==> src/rtl/wave_rom_scheduler.sv <==
// rtl/wave_rom_scheduler.sv - round-robin scheduler sharing one synchronous waveform ROM among note voices
module wave_rom_scheduler #(
  parameter int VOICES  = 3,
  parameter int ADDR_W  = 12,
  parameter int DATA_W  = 8,
  parameter int ROM_LAT = 1
) (
  input  logic                     clk,
  input  logic                     rst_n,
  input  logic [VOICES-1:0]        enables,
  input  logic [VOICES-1:0]        req,
  input  logic [VOICES*ADDR_W-1:0] req_addrs,
  output logic [VOICES-1:0]        ack,
  output logic                     rom_en,
  output logic [ADDR_W-1:0]        rom_addr,
  input  logic [DATA_W-1:0]        rom_data,
  output logic [VOICES*DATA_W-1:0] samples,
  output logic [VOICES-1:0]        sample_valid,
  output logic                     busy
);

  localparam int ID_W = (VOICES > 1) ? $clog2(VOICES) : 1;

  // Round-robin pointer: first voice searched in the current cycle
  logic [ID_W-1:0]   rr_ptr;
  logic [ID_W-1:0]   next_ptr;
  logic [VOICES-1:0] eligible;
  logic              grant_found;
  logic [ID_W-1:0]   grant_id;
  logic [ADDR_W-1:0] grant_addr;
  int                scan_idx;

  // Voice id riding along with the read currently presented on rom_en
  logic [ID_W-1:0]   cur_id;

  // Latency pipeline: (valid, id) for every read still inside the ROM
  logic [ROM_LAT-1:0] pipe_valid;
  logic [ID_W-1:0]    pipe_id [ROM_LAT];
  logic               ret_valid;
  logic [ID_W-1:0]    ret_id;

  // A voice that is being acked this cycle is masked so a slow req drop cannot earn a second grant
  always_comb begin
    eligible = req & enables & ~ack;
  end

  // Rotating priority search starting at rr_ptr, first eligible voice wins
  always_comb begin
    grant_found = 1'b0;
    grant_id    = '0;
    grant_addr  = '0;
    scan_idx    = 0;
    for (int j = 0; j < VOICES; j++) begin
      scan_idx = int'(rr_ptr) + j;
      if (scan_idx >= VOICES) begin
        scan_idx = scan_idx - VOICES;
      end
      if (!grant_found && eligible[scan_idx]) begin
        grant_found = 1'b1;
        grant_id    = ID_W'(scan_idx);
        grant_addr  = req_addrs[scan_idx*ADDR_W +: ADDR_W];
      end
    end
  end

  // Priority moves to the voice after the winner, wrapping at VOICES
  always_comb begin
    if (grant_id == ID_W'(VOICES - 1)) begin
      next_ptr = '0;
    end else begin
      next_ptr = grant_id + ID_W'(1);
    end
  end

  // Registered grant: ack pulse, ROM read strobe and address; address holds when idle
  always_ff @(posedge clk or negedge rst_n) begin
    if (!rst_n) begin
      ack      <= '0;
      rom_en   <= 1'b0;
      rom_addr <= '0;
      cur_id   <= '0;
      rr_ptr   <= '0;
    end else begin
      ack    <= '0;
      rom_en <= grant_found;
      if (grant_found) begin
        ack[grant_id] <= 1'b1;
        rom_addr      <= grant_addr;
        cur_id        <= grant_id;
        rr_ptr        <= next_ptr;
      end
    end
  end

  // Shift the read tag along with the ROM so the returning word knows its owner
  always_ff @(posedge clk or negedge rst_n) begin
    if (!rst_n) begin
      pipe_valid <= '0;
      for (int s = 0; s < ROM_LAT; s++) begin
        pipe_id[s] <= '0;
      end
    end else begin
      pipe_valid[0] <= rom_en;
      pipe_id[0]    <= cur_id;
      for (int s = 1; s < ROM_LAT; s++) begin
        pipe_valid[s] <= pipe_valid[s-1];
        pipe_id[s]    <= pipe_id[s-1];
      end
    end
  end

  assign ret_valid = pipe_valid[ROM_LAT-1];
  assign ret_id    = pipe_id[ROM_LAT-1];

  // Steer returning data into the owner's holding register; disabled voices are cleared and drop late data
  always_ff @(posedge clk or negedge rst_n) begin
    if (!rst_n) begin
      samples      <= '0;
      sample_valid <= '0;
    end else begin
      for (int i = 0; i < VOICES; i++) begin
        if (!enables[i]) begin
          samples[i*DATA_W +: DATA_W] <= '0;
          sample_valid[i]             <= 1'b0;
        end else if (ret_valid && (ret_id == ID_W'(i))) begin
          samples[i*DATA_W +: DATA_W] <= rom_data;
          sample_valid[i]             <= 1'b1;
        end else begin
          sample_valid[i] <= 1'b0;
        end
      end
    end
  end

  assign busy = rom_en | (|pipe_valid);

endmodule

==> config.mk <==
export PLATFORM = sky130hd
export DESIGN_NAME = wave_rom_scheduler
export DESIGN_NICKNAME = d
export VERILOG_FILES = /design/src/rtl/wave_rom_scheduler.sv
export SDC_FILE = /design/constraint.sdc
export NUM_CORES = 1
export LEC_CHECK = 0
export ABC_AREA = 1
export CAP_MARGIN = 15
export CORE_ASPECT_RATIO = 1.2
export CORE_MARGIN = 2
export CORE_UTILIZATION = 58
export DETAILED_ROUTE_END_ITERATION = 6
export PLACE_DENSITY = 0.88
export SKIP_CTS_REPAIR_TIMING = 1
export SYNTH_ARGS = -nofsm -noshare
export SYNTH_HDL_FRONTEND = slang
export SYNTH_SLANG_ARGS = --single-unit
==> constraint.sdc <==
create_clock -name clk -period 5.93 [get_ports clk]
set_input_delay 1.186 -clock clk [delete_from_list [all_inputs] [get_ports clk]]
set_output_delay 1.186 -clock clk [all_outputs]
set_load 0.02 [all_outputs]
==> out/results.txt <==
The floorplan step set the die width to 89.7 um. Peak clock frequency supported by timing: 0.261 GHz. The final route contains 6337 vias. The run gives 0.447 as the relative slew slack. The area share of xor/xnor cells in the synthesized design came out at 0.00172. The signal on the critical path passes through inv_1, ha_2, buf_4, inv_2, nor2_1, fa_1, nor2_1, inv_1, a211oi_1, nand3_1, nand2_1, nand2_1, nor2_1.

Yosys attributes the largest share of cell area to dfrtp_1, nand2_1, o21ai_0. The fraction of the mapped netlist area in simple logic gates is 0.409. Starting density of the core: 0.596. The worst clock skew was 0.00824 ns. The fraction of layout instances using a drive strength above 1 came out at 0.0586. The final cycle utilization of the critical path was 0.647; the share of flip-flops with an asynchronous set or reset after synthesis was 1.00. For this block, the initial DRC count from the detailed router was 753.

The count of state elements after synthesis works out to 50. The fraction of the mapped netlist area in compound gates was 0.194; the pre-CTS setup slack was 2.25 ns. For this run the aggregate overflow at the end of global routing stands at 0. The Yosys step of the flow raised 0 warnings. The clock tree root buffer cell is clkbuf_8.

The commonest cells after synthesis are nand2_1, o21ai_0, nand3_1. After routing, the total negative slack on setup checks comes to 0 ns. The all-layer global routing usage is 0.387. TritonCTS built the clock tree. For the post-route DRC violation count, the log shows 1. After the last flow step, the layout net total stands at 982.

The largest individual stage delay along the critical path comes from the cell nor2_1. In this design, the critical path's most frequently occurring cell is nor2_1. Detailed placement finished with a half-perimeter wire length of 14000 um.

The power density of the placed cells works out to 634 mW/mm^2. Nature of the critical path endpoint: a register. The I/O pin count was 96; the largest net degree at the start of global routing was 65. For this block, the routed nets add up to 18800 um of wire.

The smallest clock period supported by the final layout is computed as 3.84 ns. The share of synthesized cell area in full adder, half adder and majority cells is 0.0274, and the number of clock sinks seen by CTS is 50. Post-detailed-route via-to-cell ratio: 6.11.

Compared with the post-synthesis result, the final layout area differs by 19.4%. The worst endpoint required time was 6.19 ns; the max-slew violation total from the final report was 0. The synthesized area per cell works out to 5.95 um^2. The count of inserted antenna diode cells is 0, and the final-report hold violation count is 0. The biggest cell delay along the critical path works out to 0.52 ns.

By area, the combinational part of the netlist is dominated by simple AND/OR/NAND/NOR gates. For this run, the detailed router's first-pass iteration total came to 7. The worst setup path is of the reg2reg kind.

For this run, the number of standard cells in the final layout without fillers is 1038. The number of placed cells counting well taps was 1029; the highest net fanout along the worst path was 64. The tools report the TritonCTS buffer count as 5. The die covers 0.00957 mm^2. The checks that failed: DRC. The flow ran to the end, but the final reports show violations. The analysis attributes to cell leakage a power of 3.03 nW. Max-capacitance violation count: 0.

The number of cell rows is 37, and the number of global-route vias before repair is 5817. Clock-pin slew was measured on the worst setup and hold paths at 0.10 ns. Yosys mapped a number of flops with a built-in enable equal to 0. The number of antenna violations at the first check in global routing came out at 0. For the number of nets with antenna violations after detailed routing, the log shows 0. The final estimated routing congestion in global placement is 1.07.

Synthesis handed over a netlist of 858 instances. The final critical-path setup slack came out at 2.09 ns. When the netlist entered floorplanning its net count stood at 920.

The proportion of synthesized area in mux cells came out at 0. Port buffering added 95 buffers. The later pin in the worst-skew pair is clocked with a latency of 0.32 ns.

For this run, the leading register cell type out of synthesis is dfrtp_1. The critical path launch point type was a register. The H-tree generated during clock tree synthesis spans 2 levels. Post-synthesis cell type with the largest combined area: dfrtp_1. The clock passes through at most 2 buffers. Core area: 0.00856 mm^2. The most common cell in the synthesized netlist is nand2_1.

Setup violations remaining at the end of the flow were counted as 0. The path category of the worst min-delay check is reg2reg. The worst-case IR drop observed on VDD is 0.413 mV. The first global-routing pass estimated 28700 um of wire. The sequential fraction of the synthesis area came out at 0.245. Setup repair after global routing left no endpoint under its margin. The height of the chip is 107 um, and the routed wirelength normalized by instance count is 18.1 um. For the pin with the worst max-slew slack, the measured transition is 0.826 ns. The tools report the combined area of all synthesized cells as 0.00511 mm^2. The data arrival time at the worst-slack endpoint was 4.10 ns; the proportion of netlist area held by the largest area contributor was 0.245.

The synthesized netlist contains 36 unique library cells.
## sequential cells by signal (all words and copies together) (netlist names)
register / count
pipe_valid: 1
ack: 3
sample_valid: 3
rom_en: 1
cur_id: 2
pipe_id: 2
samples: 24
rr_ptr: 2
rom_addr: 12
## cells in the final DEF, fill, tap and decap left out, types with 2 or more instances in the layout
| cell type | n |
|---|---|
| a21oi_1 | 41 |
| a31oi_1 | 2 |
| buf_4 | 4 |
| clkbuf_8 | 5 |
| clkdlybuf4s50_1 | 94 |
| clkinv_1 | 3 |
| clkinv_4 | 2 |
| dfrtp_1 | 50 |
| fa_1 | 2 |
| ha_1 | 6 |
| ha_2 | 2 |
| inv_1 | 87 |
| inv_2 | 7 |
| nand2_1 | 277 |
| nand2_2 | 7 |
| nand2_4 | 4 |
| nand3_1 | 95 |
| nand3_4 | 2 |
| nand4_1 | 12 |
| nor2_1 | 46 |
| nor2_2 | 10 |
| nor2_4 | 2 |
| nor2_8 | 3 |
| nor3_1 | 8 |
| o211ai_1 | 18 |
| o21a_1 | 3 |
| o21ai_0 | 111 |
| o21ai_1 | 3 |
| o22ai_1 | 3 |
| or2_2 | 2 |
## worst paths after layout
check                           from               to  slack (ns)  depth (start not counted)
min in group asynchronous      rst_n        rr_ptr[1]        0.69                          1
max reg2reg                rr_ptr[0]      rom_addr[8]        2.09                         13
max in group asynchronous      rst_n  sample_valid[2]        4.75                          2
max                        rr_ptr[0]      rom_addr[8]        2.09                         13
min                           rom_en       pipe_valid        0.40                          0
min reg2reg                   rom_en       pipe_valid        0.40                          0
## logic make-up after synthesis
| logic type | count (synthesis) |
|---|---|
| AO/OA/AOI/OAI | 184 |
| XOR/XNOR | 1 |
| adder cells (fa/ha/maj) | 10 |
| buffers and inverters | 143 |
| flip-flops | 50 |
| other | 1 |
| AND/OR/NAND/NOR | 469 |
## area by class of cell
type	count	area, um^2
Sequential cell	50	1250
Clock inverter	3	28.8
Timing Repair Buffer	100	996
Clock buffer	5	68.8
Inverter	98	370
Fill cell	769	2470
Tap cell	117	146
Multi-Input combinational cell	665	3240
## metal layers
layer / track usage / up-vias / share of wire / wire length (um)
li1: - / 2919 / - / -
met1: 0.471 / 2872 / 0.37 / 6880
met2: 0.626 / 442 / 0.47 / 8850
met3: 0.0693 / 104 / 0.10 / 1920
met4: 0.227 / 0 / 0.061 / 1150
met5: 0 / - / 0 / 0
## worst max-delay path: cells and delay by family (launching register included)
kind,cells,cell delay (ns)
buf+inv,4,1.26
simple gates,6,1.08
fa+ha+maj,2,0.69
flops,1,0.45
compound gates,1,0.28
## report_power, final
group / switching (mW) / internal, mW
registers: 0.0870 / 0.461
clock network: 0.134 / 0.0878
logic: 2.11 / 0.981
total: 2.34 / 1.53
## stage by stage
stage / area (um^2) / hold slack (ns) / total power, mW / util
after floorplan: 5110 / 0.354 / 2.77 / -
after global placement: 5980 / 0.364 / 3.48 / 0.698
after detailed placement: 5980 / 0.384 / 3.53 / 0.698
after CTS: 6080 / 0.407 / 3.76 / 0.710
after global routing: 6100 / 0.421 / 4.16 / 0.712
final: 6100 / 0.403 / 3.87 / 0.712
Power figures use the tool's default switching activity.
